--- src/rtl/bitrev_pkg.sv ---
// bitrev_pkg: shared defaults and FSM state encoding for the bit-reverse core host controller.
// Revision: 1.0
`default_nettype none

package bitrev_pkg;

  localparam int BITREV_DATA_W  = 32;
  localparam int BITREV_N_WORDS = 4;
  localparam int BITREV_TIMEOUT = 1023;

  typedef enum logic [2:0] {
    ST_IDLE      = 3'd0,
    ST_LOAD      = 3'd1,
    ST_WAIT_DONE = 3'd2,
    ST_READ      = 3'd3,
    ST_CAPTURE   = 3'd4,
    ST_HOLD      = 3'd5,
    ST_DRAIN     = 3'd6
  } bitrev_state_t;

endpackage

`default_nettype wire

--- src/rtl/bitrev_timeout_cnt.sv ---
// bitrev_timeout_cnt: saturating wait counter; expire flags the cycle in which the count reaches TIMEOUT.
// Revision: 1.0
`default_nettype none

module bitrev_timeout_cnt #(
  parameter int TIMEOUT = 1023
) (
  input  logic clk,
  input  logic rst_n,
  input  logic clear,
  input  logic load,
  output logic expire
);

  localparam int TW = $clog2(TIMEOUT + 1);
  localparam logic [TW-1:0] LIMIT = TW'(TIMEOUT);

  logic [TW-1:0] tcnt;

  always_ff @(posedge clk or negedge rst_n) begin
    if (!rst_n) begin
      tcnt <= '0;
    end else if (clear) begin
      tcnt <= '0;
    end else if (load && (tcnt != LIMIT)) begin
      tcnt <= tcnt + 1'b1;
    end
  end

  assign expire = load && (tcnt == LIMIT);

endmodule

`default_nettype wire

--- src/rtl/bitrev_host_ctrl.sv ---
// bitrev_host_ctrl: loads a batch of words into the core, reads back one result per pulse and hands them downstream.
// Revision: 1.0
`default_nettype none

module bitrev_host_ctrl
  import bitrev_pkg::*;
#(
  parameter int DATA_W  = BITREV_DATA_W,
  parameter int N_WORDS = BITREV_N_WORDS,
  parameter int TIMEOUT = BITREV_TIMEOUT
) (
  input  logic              clk,
  input  logic              rst_n,
  input  logic              cmd_valid_i,
  output logic              cmd_ready_o,
  input  logic [DATA_W-1:0] src_data_i,
  input  logic              src_valid_i,
  output logic              src_ready_o,
  output logic              start_flag_o,
  output logic [DATA_W-1:0] din_o,
  input  logic              done_flag_i,
  input  logic [DATA_W-1:0] dout_i,
  output logic              read_o,
  output logic [DATA_W-1:0] res_data_o,
  output logic              res_valid_o,
  input  logic              res_ready_i,
  output logic              busy_o,
  output logic              err_o
);

  localparam int CW = $clog2(N_WORDS + 1);
  localparam logic [CW-1:0] LAST_IDX = CW'(N_WORDS - 1);

  bitrev_state_t state;
  bitrev_state_t next_state;
  logic [CW-1:0] wcnt;
  logic [CW-1:0] rcnt;
  logic          out_of_reset;
  logic          cmd_accept;
  logic          in_timed;
  logic          expire;

  assign cmd_accept = cmd_valid_i && cmd_ready_o;
  assign in_timed   = (state == ST_WAIT_DONE) || (state == ST_DRAIN);

  bitrev_timeout_cnt #(
    .TIMEOUT (TIMEOUT)
  ) u_timeout_cnt (
    .clk    (clk),
    .rst_n  (rst_n),
    .clear  (!in_timed),
    .load   (in_timed),
    .expire (expire)
  );

  // Keeps cmd_ready_o low until the first clock edge after reset release.
  always_ff @(posedge clk or negedge rst_n) begin
    if (!rst_n) begin
      out_of_reset <= 1'b0;
    end else begin
      out_of_reset <= 1'b1;
    end
  end

  always_ff @(posedge clk or negedge rst_n) begin
    if (!rst_n) begin
      state <= ST_IDLE;
    end else begin
      state <= next_state;
    end
  end

  always_comb begin
    next_state = state;
    case (state)
      ST_IDLE:      if (cmd_accept) next_state = ST_LOAD;
      ST_LOAD:      if (src_valid_i && (wcnt == LAST_IDX)) next_state = ST_WAIT_DONE;
      ST_WAIT_DONE: begin
        if (expire) begin
          next_state = ST_IDLE;
        end else if (done_flag_i) begin
          next_state = ST_READ;
        end
      end
      ST_READ:      next_state = ST_CAPTURE;
      ST_CAPTURE:   next_state = ST_HOLD;
      ST_HOLD:      if (res_ready_i) next_state = (rcnt < LAST_IDX) ? ST_READ : ST_DRAIN;
      ST_DRAIN:     if (expire || !done_flag_i) next_state = ST_IDLE;
      default:      next_state = ST_IDLE;
    endcase
  end

  always_comb begin
    cmd_ready_o  = 1'b0;
    src_ready_o  = 1'b0;
    start_flag_o = 1'b0;
    read_o       = 1'b0;
    busy_o       = (state != ST_IDLE);
    case (state)
      ST_IDLE: cmd_ready_o = out_of_reset;
      ST_LOAD: begin
        src_ready_o  = 1'b1;
        start_flag_o = 1'b1;
      end
      ST_READ: read_o = 1'b1;
      default: ;
    endcase
  end

  // Datapath: word/result registers, batch counters and the sticky error flag.
  always_ff @(posedge clk or negedge rst_n) begin
    if (!rst_n) begin
      din_o       <= '0;
      res_data_o  <= '0;
      res_valid_o <= 1'b0;
      err_o       <= 1'b0;
      wcnt        <= '0;
      rcnt        <= '0;
    end else begin
      if (cmd_accept) begin
        err_o <= 1'b0;
        wcnt  <= '0;
        rcnt  <= '0;
      end
      if ((state == ST_LOAD) && src_valid_i) begin
        din_o <= src_data_i;
        wcnt  <= wcnt + 1'b1;
      end
      if (state == ST_CAPTURE) begin
        res_data_o  <= dout_i;
        res_valid_o <= 1'b1;
      end
      if ((state == ST_HOLD) && res_ready_i) begin
        res_valid_o <= 1'b0;
        rcnt        <= rcnt + 1'b1;
      end
      if (expire) begin
        err_o <= 1'b1;
      end
    end
  end

endmodule

`default_nettype wire
--- config.mk ---
export PLATFORM = sky130hd
export DESIGN_NAME = bitrev_host_ctrl
export DESIGN_NICKNAME = d
export VERILOG_FILES = /design/src/rtl/bitrev_pkg.sv /design/src/rtl/bitrev_timeout_cnt.sv /design/src/rtl/bitrev_host_ctrl.sv
export SDC_FILE = /design/constraint.sdc
export NUM_CORES = 1
export LEC_CHECK = 0
export ABC_AREA = 1
export CAP_MARGIN = 20
export CORE_ASPECT_RATIO = 1.2
export CORE_MARGIN = 1
export CORE_UTILIZATION = 44
export DETAILED_ROUTE_END_ITERATION = 10
export PLACE_DENSITY = 0.85
export SETUP_SLACK_MARGIN = 0.02
export SLEW_MARGIN = 20
export SYNTH_ARGS = -nofsm -noshare
export SYNTH_HDL_FRONTEND = slang
export SYNTH_SLANG_ARGS = --single-unit
export TNS_END_PERCENT = 1
--- constraint.sdc ---
create_clock -name clk -period 1.85 [get_ports clk]
set_clock_uncertainty 0.1 [all_clocks]
set_input_delay 0.185 -clock clk [delete_from_list [all_inputs] [get_ports clk]]
set_output_delay 0.185 -clock clk [all_outputs]
set_load 0.005 [all_outputs]
* After elaboration in Yosys (flattened, before gate mapping)
Index checks and enable logic that the tools add are counted.
Storage, ports and cells: register bits 86, input bits 70, output and inout port bits 71, logic and storage cells 64
Cells by class: $add $sub $neg 3, $lt $le $gt $ge 1, equal/unequal tests 15, muxes and demuxes 20, reductions and logical operators 16
Operator list (count):
- 2-to-1 mux 3 bit | 10
- one-hot mux 3 bit (7 select lines) | 1
- 2-to-1 mux 10 bit | 2
- adder 10 x 1 -> 10 bit, second input constant | 1
- == test 10 bit, second input constant | 1
- != test 10 bit, second input constant | 1
- == test 3 x 2 -> 1 bit, second input constant | 3
- == test 3 bit, second input constant | 3
- != test 2 bit, second input constant | 4
- nonzero test 2 bit | 4
- 2-to-1 mux 1 bit | 7
- adder 3 x 1 -> 3 bit, second input constant | 2
- logical AND 1 bit | 6
- AND reduction 5 bit | 1
- == test 3 x 1 -> 1 bit, second input constant | 1
- zero test 3 bit | 1
- < comparator 3 x 2 -> 1 bit, second input constant | 1
- != test 3 bit, second input constant | 1
- nonzero test 3 bit | 1
- logical OR 1 bit | 2
- != test 2 x 1 -> 1 bit, second input constant | 1
- zero test 1 bit | 1

* Longest topological paths before layout
Gate-level depths: netlist of the first run.
depth in word-level cells 6, gate-level depth with buffers 11, depth with buffers taken out 10

* Cells and area by module
Synthesis of the first run repeated with hierarchy kept, for this count alone.
Unflattened totals: cells, all modules 394, area total of the unflattened synthesis 3937.5 um^2
By module, submodules not included:
- bitrev_host_ctrl | times used 1, cells each 306, area an instance 3304.4 um^2, sequential area each 1901.8 um^2
- bitrev_timeout_cnt | times used 1, cells each 88, area an instance 633.1 um^2, sequential area each 250.2 um^2

* Least setup slack after synthesis of the first run
OpenSTA, ideal clock, no wires.
kind reg2reg, from register u_timeout_cnt.tcnt[0], to register state[2], library setup time 0.117 ns, data arrival time 1.392 ns, data required time 1.633 ns, slack 0.241 ns, stages on the path, launching flop included 9, path buffers 0, period minus slack after synthesis 1.609 ns, path through dfrtp_1 ha_1 nand2_1 nor2_2 nand4_4 nand2_1 nand3_1 nand2_1 nand2_1
Between the ends: word-level cells in the longest chain between the ends 5, elaborated cells on any way between the ends 8, those cells by class eq/ne: 3; mux: 2; reduce/logical: 3
RTL lines:
- from (decl) | RTL line bitrev_timeout_cnt.sv:18 | logic [TW-1:0] tcnt;
- from (signal assigned) | RTL line bitrev_timeout_cnt.sv:26 | tcnt <= tcnt + 1'b1;
- == test 10 bit * | RTL line bitrev_timeout_cnt.sv:30 | assign expire = load && (tcnt == LIMIT);
- logical AND 1 bit * | RTL line bitrev_timeout_cnt.sv:30
- logical OR 1 bit | RTL line bitrev_host_ctrl.sv:88 | ST_DRAIN: if (expire || !done_flag_i) next_state = ST_IDLE;
- != test 2 x 1 -> 1 bit (no source line)
- AND reduction 5 bit (no source line)
- to (signal assigned) | RTL line bitrev_host_ctrl.sv:69 | state <= next_state;
- to (decl) | RTL line bitrev_host_ctrl.sv:34 | bitrev_state_t state;
Every way passes the cells marked *; elsewhere a longest branch is shown, timed or not. A chain may end at the register's enable or synchronous reset.

* Final worst setup path of the first run
from register state[1], to output src_ready_o
Between the ends: word-level cells in the longest chain between the ends 2
RTL lines:
- == test 3 x 1 -> 1 bit | RTL line bitrev_host_ctrl.sv:99 | case (state)
- 2-to-1 mux 1 bit | RTL line bitrev_host_ctrl.sv:99
- to (decl) | RTL line bitrev_host_ctrl.sv:18 | output logic src_ready_o,
No other way between the ends.

==> results of run 1 <==
path summary, 6_finish.rpt:
path	startpoint	to	cells after the start
max in group asynchronous	rst_n	din_o[19]	3
setup reg to reg	state[1]	rcnt[0]	13
hold reg to reg	u_timeout_cnt.tcnt[7]	u_timeout_cnt.tcnt[7]	1
hold / removal	rst_n	din_o[9]	2
setup / recovery	state[1]	src_ready_o	7
min in group clk	src_data_i[24]	din_o[24]	2
area by class of cell:
cell class / count / area, um^2 / area share, %
clock buffers: 10 / 137.6 / 2.449
flip-flops and latches: 86 / 2155 / 38.34
multi-input cells: 179 / 1439 / 25.61
repair buffers: 161 / 1598 / 28.43
well taps: 114 / 142.6 / 2.538
clock inverters: 6 / 70.07 / 1.247
inverters: 20 / 77.57 / 1.381
cells in the mapped netlist:
master	n
sky130_fd_sc_hd__dfrtp_1	86
sky130_fd_sc_hd__nand2_1	46
sky130_fd_sc_hd__mux2_2	37
sky130_fd_sc_hd__mux2_4	27
sky130_fd_sc_hd__inv_1	16
sky130_fd_sc_hd__nand3_1	15
sky130_fd_sc_hd__nor2_1	13
sky130_fd_sc_hd__a21oi_1	7
sky130_fd_sc_hd__o21ai_0	6
sky130_fd_sc_hd__nand4_1	5
sky130_fd_sc_hd__buf_2	4
sky130_fd_sc_hd__ha_1	4
sky130_fd_sc_hd__a31oi_1	3
sky130_fd_sc_hd__buf_6	3
sky130_fd_sc_hd__inv_2	3
sky130_fd_sc_hd__nand2_2	3
sky130_fd_sc_hd__nor2_2	2
sky130_fd_sc_hd__nor3_1	2
sky130_fd_sc_hd__o22ai_1	2
sky130_fd_sc_hd__a22oi_1	1
sky130_fd_sc_hd__buf_4	1
sky130_fd_sc_hd__conb_1	1
sky130_fd_sc_hd__inv_4	1
sky130_fd_sc_hd__nand2_4	1
sky130_fd_sc_hd__nand3b_1	1
sky130_fd_sc_hd__nand4_4	1
sky130_fd_sc_hd__or2_2	1
sky130_fd_sc_hd__xnor2_1	1
layout by cell type (no fill, tap or decap), drive strengths merged:
cell	n
a21oi	7
a22oi	1
a31oi	3
buf	21
bufinv	1
clkbuf	10
clkdlybuf4s15	2
clkdlybuf4s50	135
clkinv	2
clkinvlp	2
conb	1
dfrtp	86
dlygate4sd2	2
dlygate4sd3	1
ha	4
inv	21
mux2	64
nand2	50
nand3	15
nand3b	1
nand4	6
nor2	15
nor3	2
o21ai	6
o22ai	2
or2	1
xnor2	1
flip-flops by register name, indices dropped and copies added (netlist names):
register	count
err_o	1
rcnt	3
u_timeout_cnt.tcnt	10
res_data_o	32
wcnt	3
state	3
out_of_reset	1
din_o	32
res_valid_o	1
worst register-to-register path, cell delays in order (launching register included):
cell	delay, ps
sky130_fd_sc_hd__dfrtp_2	440
sky130_fd_sc_hd__nor2_4	130
sky130_fd_sc_hd__nand2_2	70
sky130_fd_sc_hd__nor2_2	90
sky130_fd_sc_hd__buf_4	110
sky130_fd_sc_hd__buf_4	90
sky130_fd_sc_hd__buf_4	90
sky130_fd_sc_hd__buf_4	90
sky130_fd_sc_hd__buf_4	100
sky130_fd_sc_hd__nand2_4	60
sky130_fd_sc_hd__nand2_1	80
sky130_fd_sc_hd__inv_1	60
sky130_fd_sc_hd__nand2_1	50
sky130_fd_sc_hd__o21ai_0	70
logic make-up after synthesis:
group / share of synthesized area [%]
other cells: 0.1015
buf+inv: 3.759
simple gates: 11.24
fa+ha+maj: 1.355
mux: 22.25
compound gates: 2.811
xor+xnor: 0.2371
flops: 58.25
metal layers:
layer  up-vias  global-route usage, %  routed length, um
met5         -                      0                  0
met4         0                  8.333                168
met3        20                  7.027                669
met2       118                  37.11               4758
met1      1411                  23.32               3378
li1       1323                      -                  -
power groups by stage:
stage / combinational [uW] / clock, uW / sequential [uW]
after floorplan: 1610 / 0 / 3220
after global placement: 3640 / 0 / 3170
after detailed placement: 3750 / 0 / 3210
after CTS: 3860 / 1400 / 3210
after global routing: 4250 / 1480 / 3310
final: 3960 / 1370 / 3210
per-stage QoR:
stage / hold WS (ps) / area (um^2) / instances / worst slack (ps)
CTS: 246.6 / 5545 / 570 / 34.28
detailed placement: 97.61 / 5258 / 545 / 129.9
finish: 235.6 / 5619 / 576 / 95.49
global placement: 94.17 / 5258 / 545 / 198.8
floorplan: -210.6 / 3695 / 293 / 240.6
global route: 282.0 / 5619 / 576 / 5.525
what timing repair did:
action	4_1_cts	5_1_grt
buffers inserted	8	6
hold buffers	1	0
endpoints found under the setup margin	5	8
pin swaps	2	3
hold endpoints to repair	38	0
gates cloned	0	0
resized for setup	9	11
==> summary.txt, run 1 <==
Floorplan
  • Floorplan die width: 85.65 um
  • Effective utilization at floorplan: 45.32%
  • Die footprint: 8769 um^2
  • Number of rows created at floorplan: 36
  • Die Y-Extent: 102.4 um
  • Floorplan core area: 8153 um^2
  • Num ports: 141

Timing
  • Worst slew slack as a fraction of its limit: 65.55%
  • Final hold vios: 0
  • Total count of max-transition violations in the final report: 0
  • Post-route clock period utilization: 94.84%
  • Maximum clock frequency: 0.5700 GHz
  • Setup repair after global routing missed its margin: false
  • Total of endpoints with negative setup slack in the final report: 0
  • Time the worst path needs with I/O delays and setup: 1755 ps
  • Setup TNS: 0 ps
  • Slew at the pin closest to its max-slew limit: 516.7 ps

Routing
  • Remaining antenna violation count after routing: 0
  • Detailed Route Iter0 Violations: 161
  • Count of unresolved DRC violations after routing: 0
  • Avg WL per Cell: 15.58 um
  • First drt pass iteration count: 4
  • Via total after detailed routing: 2872
  • Vias per Instance: 4.986
  • Post-Route WL: 8.974 mm

Clock network
  • Clock root buffer: sky130_fd_sc_hd__clkbuf_8
  • TritonCTS clock tree: done
  • TritonCTS buffer count: 9
  • Clock latency of the later-clocked register in the worst-skew pair: 350 ps
  • Clock sink count: 86
  • H-tree levels: 3
  • Clock slew at the register clock pins of the worst setup and hold paths: 90 ps
  • Number of buffers on the longest clock path: 2

Setup path
  • Startpoint kind of the worst setup timing path: flop
  • Longest individual stage delay on the worst path: 440 ps
  • Slowest stage cell, crit path: sky130_fd_sc_hd__dfrtp_2
  • CP cell instances: buf_4 > inv_2 > nand2_2 > inv_2 > nand2_2 > inv_4 > clkdlybuf4s15_1
  • Critical path data arrival time: 1470 ps
  • R2R setup slack: 110 ps
  • Type of the worst setup path: reg2out
  • Worst Setup End Kind: output port
  • WP buf/inv: 5
  • Maximum fanout along the worst path: 4
  • Data required time at the worst endpoint: 1560 ps
  • Crit-path leading delay family: buffers and inverters

Synthesis
  • Register area share after synthesis: 58.25%
  • Gate count of the mapped netlist: 293
  • Top cells by area, synth: sky130_fd_sc_hd__dfrtp_1 (58%), sky130_fd_sc_hd__mux2_2 (11%), sky130_fd_sc_hd__mux2_4 (11%)
  • Cell type with the highest aggregate area in the netlist: sky130_fd_sc_hd__dfrtp_1
  • Distinct cells, synth: 28
  • Top cell type's share of synthesized area: 58.25%
  • Number of warnings reported in the yosys synthesis log: 0
  • Flop and latch count out of synthesis: 86
  • Synthesized Nets: 367
  • Per-instance average area after synthesis: 12.61 um^2
  • Post-synthesis cell area: 3695 um^2

Placed design
  • IO Port Bufs: 140
  • Final weighted congestion in routability-driven placement: 0.8452
  • Post-detail-place hpwl: 6.290 mm

Pwr
  • Net switching share of the total power: 29.38%
  • Clock network power share: 16.1%
  • Leakage dissipation: 0.002581 uW
  • Power per Cell Area: 1520 nW/um^2
  • Largest voltage drop on the vdd net: 978.3 uV
  • Seq pwr share: 37.6%
  • Internal Pwr Total: 6031 uW
  • Comb pwr share: 46.4%
  • Final Total Pwr: 8540 uW
  • Switching power of the nets: 2509 uW

Final layout
  • Layout overhead on the synthesized area: 52.08%
  • Final Util: 68.92%
  • Fraction of layout cells with a size suffix above 1: 26.41%
  • Number of inserted diodes: 0
  • Number of fill cells: 559
  • Final Net Count: 531

Hold path
  • Class of the worst hold path: in2async

Status
  • Run status: completed

Global route
  • Global-route wire length before repair: 13.92 mm
  • Overflow left after global routing: 0
  • Pin count of the biggest net entering global routing: 41
  • Via count of the first global-routing pass: 2949
  • Global routing usage summed across all routing layers: 20.95%
  • Number of antenna violations at the first check in global routing: 0

Flow run
  • # Max-Cap Violations: 0
Power figures use the tool's default switching activity.
==> run 2: changes to the inputs <==
Settings changed: GPL_TIMING_DRIVEN set to 0.
==> run 2 against run 1 <==
- cell count is 1.2% lower
- non-clock buffer count is 7 lower
- power is 4.2% lower
- sequential share of layout area is 0.76 points higher
- critical path type unchanged
- largest cell class unchanged
==> summary.txt, run 2 (synthesis gave the netlist of run 1 again) <==
Status
  • Run status: completed

Final layout
  • Registers with the most flip-flops: din_o x32, res_data_o x32, u_timeout_cnt.tcnt x10
  • Number of inserted diodes: 0 (unchanged)
  • Most common cell after layout, fill and taps aside: sky130_fd_sc_hd__clkdlybuf4s50_1
  • Commonest cells after routing, fill and taps aside: sky130_fd_sc_hd__clkdlybuf4s50_1 (134), sky130_fd_sc_hd__dfrtp_1 (82), sky130_fd_sc_hd__nand2_1 (45)
  • Number of fill cells: 598 (+7.0%)
  • Fraction of layout cells with a size suffix above 1: 24.40% (-2.0 points)
  • Final Net Count: 524 (-1.3%)
  • Layout overhead on the synthesized area: 49.31%

Setup path
  • Worst-case reg-to-reg path depth: 9 (-4)
  • Endpoint of the lowest-slack register-to-register path: din_o[7]
  • Launch point of the worst reg-to-reg path: state[0]
  • Critical path data arrival time: 1500 ps (+30 ps)
  • Slowest stage cell, crit path: sky130_fd_sc_hd__dfrtp_2
  • Data required time at the worst endpoint: 1560 ps (about the same)
  • Startpoint kind of the worst setup timing path: flop
  • Type of the worst setup path: reg2out
  • Maximum fanout along the worst path: 4 (unchanged)
  • Longest individual stage delay on the worst path: 440 ps (about the same)
  • R2R setup slack: 80 ps (-30 ps)
  • CP cell instances: buf_6 > nand2_4 > inv_2 > nand2_2 > inv_4 > buf_4 > dlygate4sd2_1
  • CP Launch Point: state[0]
  • Worst setup endpoint: start_flag_o
  • Worst Setup End Kind: output port

Clock network
  • Clock root buffer: sky130_fd_sc_hd__clkbuf_8
  • TritonCTS buffer count: 9 (unchanged)
  • Clock latency of the later-clocked register in the worst-skew pair: 340 ps (about the same)
  • TritonCTS clock tree: done
  • H-tree levels: 3 (unchanged)
  • Clock sink count: 86 (unchanged)
  • Number of buffers on the longest clock path: 2 (unchanged)
  • Clock slew at the register clock pins of the worst setup and hold paths: 90 ps (about the same)

Routing
  • First drt pass iteration count: 4 (unchanged)
  • Count of unresolved DRC violations after routing: 0 (unchanged)
  • Avg WL per Cell: 14.72 um (-5.5%)
  • Via total after detailed routing: 2739 (-4.6%)
  • Vias per Instance: 4.814 (-3.5%)
  • Post-Route WL: 8.376 mm (-6.7%)
  • Detailed Route Iter0 Violations: 78 (-52%)
  • Remaining antenna violation count after routing: 0 (unchanged)

Timing
  • Time the worst path needs with I/O delays and setup: 1787 ps (+32.80 ps)
  • Setup repair after global routing missed its margin: true
  • Post-route clock period utilization: 96.61% (+1.8 points)
  • Final hold vios: 0 (unchanged)
  • Total of endpoints with negative setup slack in the final report: 0 (unchanged)
  • Final worst slack: 62.68 ps (-32.80 ps)
  • Maximum clock frequency: 0.5595 GHz (-1.8%)
  • Fin Hold WS: 202.1 ps (-33.51 ps)
  • Total count of max-transition violations in the final report: 0 (unchanged)
  • Setup TNS: 0 ps (unchanged)

Floorplan
  • Effective utilization at floorplan: 45.32% (unchanged)
  • Die Y-Extent: 102.4 um (unchanged)
  • Die footprint: 8769 um^2 (unchanged)
  • Num ports: 141 (unchanged)
  • Floorplan die width: 85.65 um (unchanged)
  • Number of rows created at floorplan: 36 (unchanged)
  • Floorplan core area: 8153 um^2 (unchanged)

Pwr
  • Internal Pwr Total: 5844 uW (-3.1%)
  • Largest voltage drop on the vdd net: 960.2 uV (-1.8%)
  • Leakage dissipation: 0.002539 uW (-1.6%)
  • Power per Cell Area: 1483 nW/um^2 (-2.4%)
  • Seq pwr share: 39.1% (+1.5 points)
  • Comb pwr share: 46.4% (about the same)
  • Switching power of the nets: 2339 uW (-6.7%)
  • Net switching share of the total power: 28.59% (-0.79 points)
  • Clock network power share: 14.5% (-1.6 points)

Global route
  • Via count of the first global-routing pass: 2888 (-2.1%)
  • Number of antenna violations at the first check in global routing: 0 (unchanged)
  • Global-route wire length before repair: 13.34 mm (-4.2%)
  • Global routing usage summed across all routing layers: 20.19% (-0.76 points)
  • Pin count of the biggest net entering global routing: 57 (+39%)
  • Overflow left after global routing: 0 (unchanged)

Placed design
  • Post-detail-place hpwl: 6.284 mm (about the same)
  • Final weighted congestion in routability-driven placement: 0.8127 (-3.8%)
  • IO Port Bufs: 140 (unchanged)
  • Dpl ws: 3.252 ps (-126.6 ps)

Flow run
  • # Max-Cap Violations: 0 (unchanged)

Hold path
  • Class of the worst hold path: in2async
run 2: cell count changes in the layout (fill, tap and decap cells not counted), sizes merged:
cell / change
buf: -7
bufinv: -1
clkbuf: +3
clkdlybuf4s15: -2
clkdlybuf4s50: -1
clkinv: +1
clkinvlp: -2
dlygate4sd2: +1
dlymetal6s2s: +2
inv: -1
run 2: power groups by stage:
stage	Sequential, uW	Combinational, uW	Clock [uW]
finish	3200	3790	1190
global placement	3170	3620	0
floorplan	3220	1610	0
CTS	3210	3780	1220
global route	3300	4110	1310
detailed placement	3220	3740	0
run 2: how the worst min path moves through the flow:
stage	start	endpoint	cells past startpoint
5_1_grt	rst_n	din_o[13]	2
3_3_place_gp	res_valid_o	res_valid_o	2
2_1_floorplan	rst_n	din_o[0]	0
6_report	rst_n	din_o[5]	2
3_5_place_dp	rst_n	din_o[5]	1
4_1_cts	rst_n	din_o[5]	2
run 2: area by class of cell:
cell class                 instances  area (um^2)  share of cell area (%)
tap                              114        142.6                   2.586
multi-input combinational        179         1426                   25.86
clock buffer                      13        158.9                   2.880
sequential                        86         2157                   39.10
timing repair buffer             146         1471                   26.67
inverter                          20        80.08                   1.452
buffer                             8        61.31                   1.111
clock inverter                     3        18.77                  0.3402
run 2: routing by layer:
layer | GRT usage, % | vias up | part of all wire (%)
met5 | 0 | - | 0
met4 | 8.974 | 0 | 1.4
met3 | 7.997 | 9 | 8.1
met2 | 35.26 | 106 | 53
met1 | 21.73 | 1323 | 37
li1 | - | 1301 | -
run 2: timing repair:
| item | in CTS | in global routing |
|---|---|---|
| cloned | 0 | 0 |
| endpoints found under the setup margin | 6 | 4 |
| resized for setup | 10 | 7 |
| hold buffers | 1 | 0 |
| buffers inserted | 2 | 2 |
| pin swaps | 1 | 1 |
| endpoints found under the hold margin | 30 | 0 |
run 2: critical path: cells and delay by family (launching register included):
family / cells / cell delay (ps)
DFF: 1 / 440
buffers and inverters: 5 / 580
and+or+nand+nor: 2 / 140
run 2: stage by stage:
step | power, uW | instance area [um^2] | instances | util, %
global placement | 6791 | 5239 | 547 | 64.26
global route | 8724 | 5517 | 569 | 67.66
CTS | 8216 | 5483 | 567 | 67.25
finish | 8183 | 5517 | 569 | 67.66
detailed placement | 6957 | 5264 | 548 | 64.56
floorplan | 4829 | 3695 | 293 | -
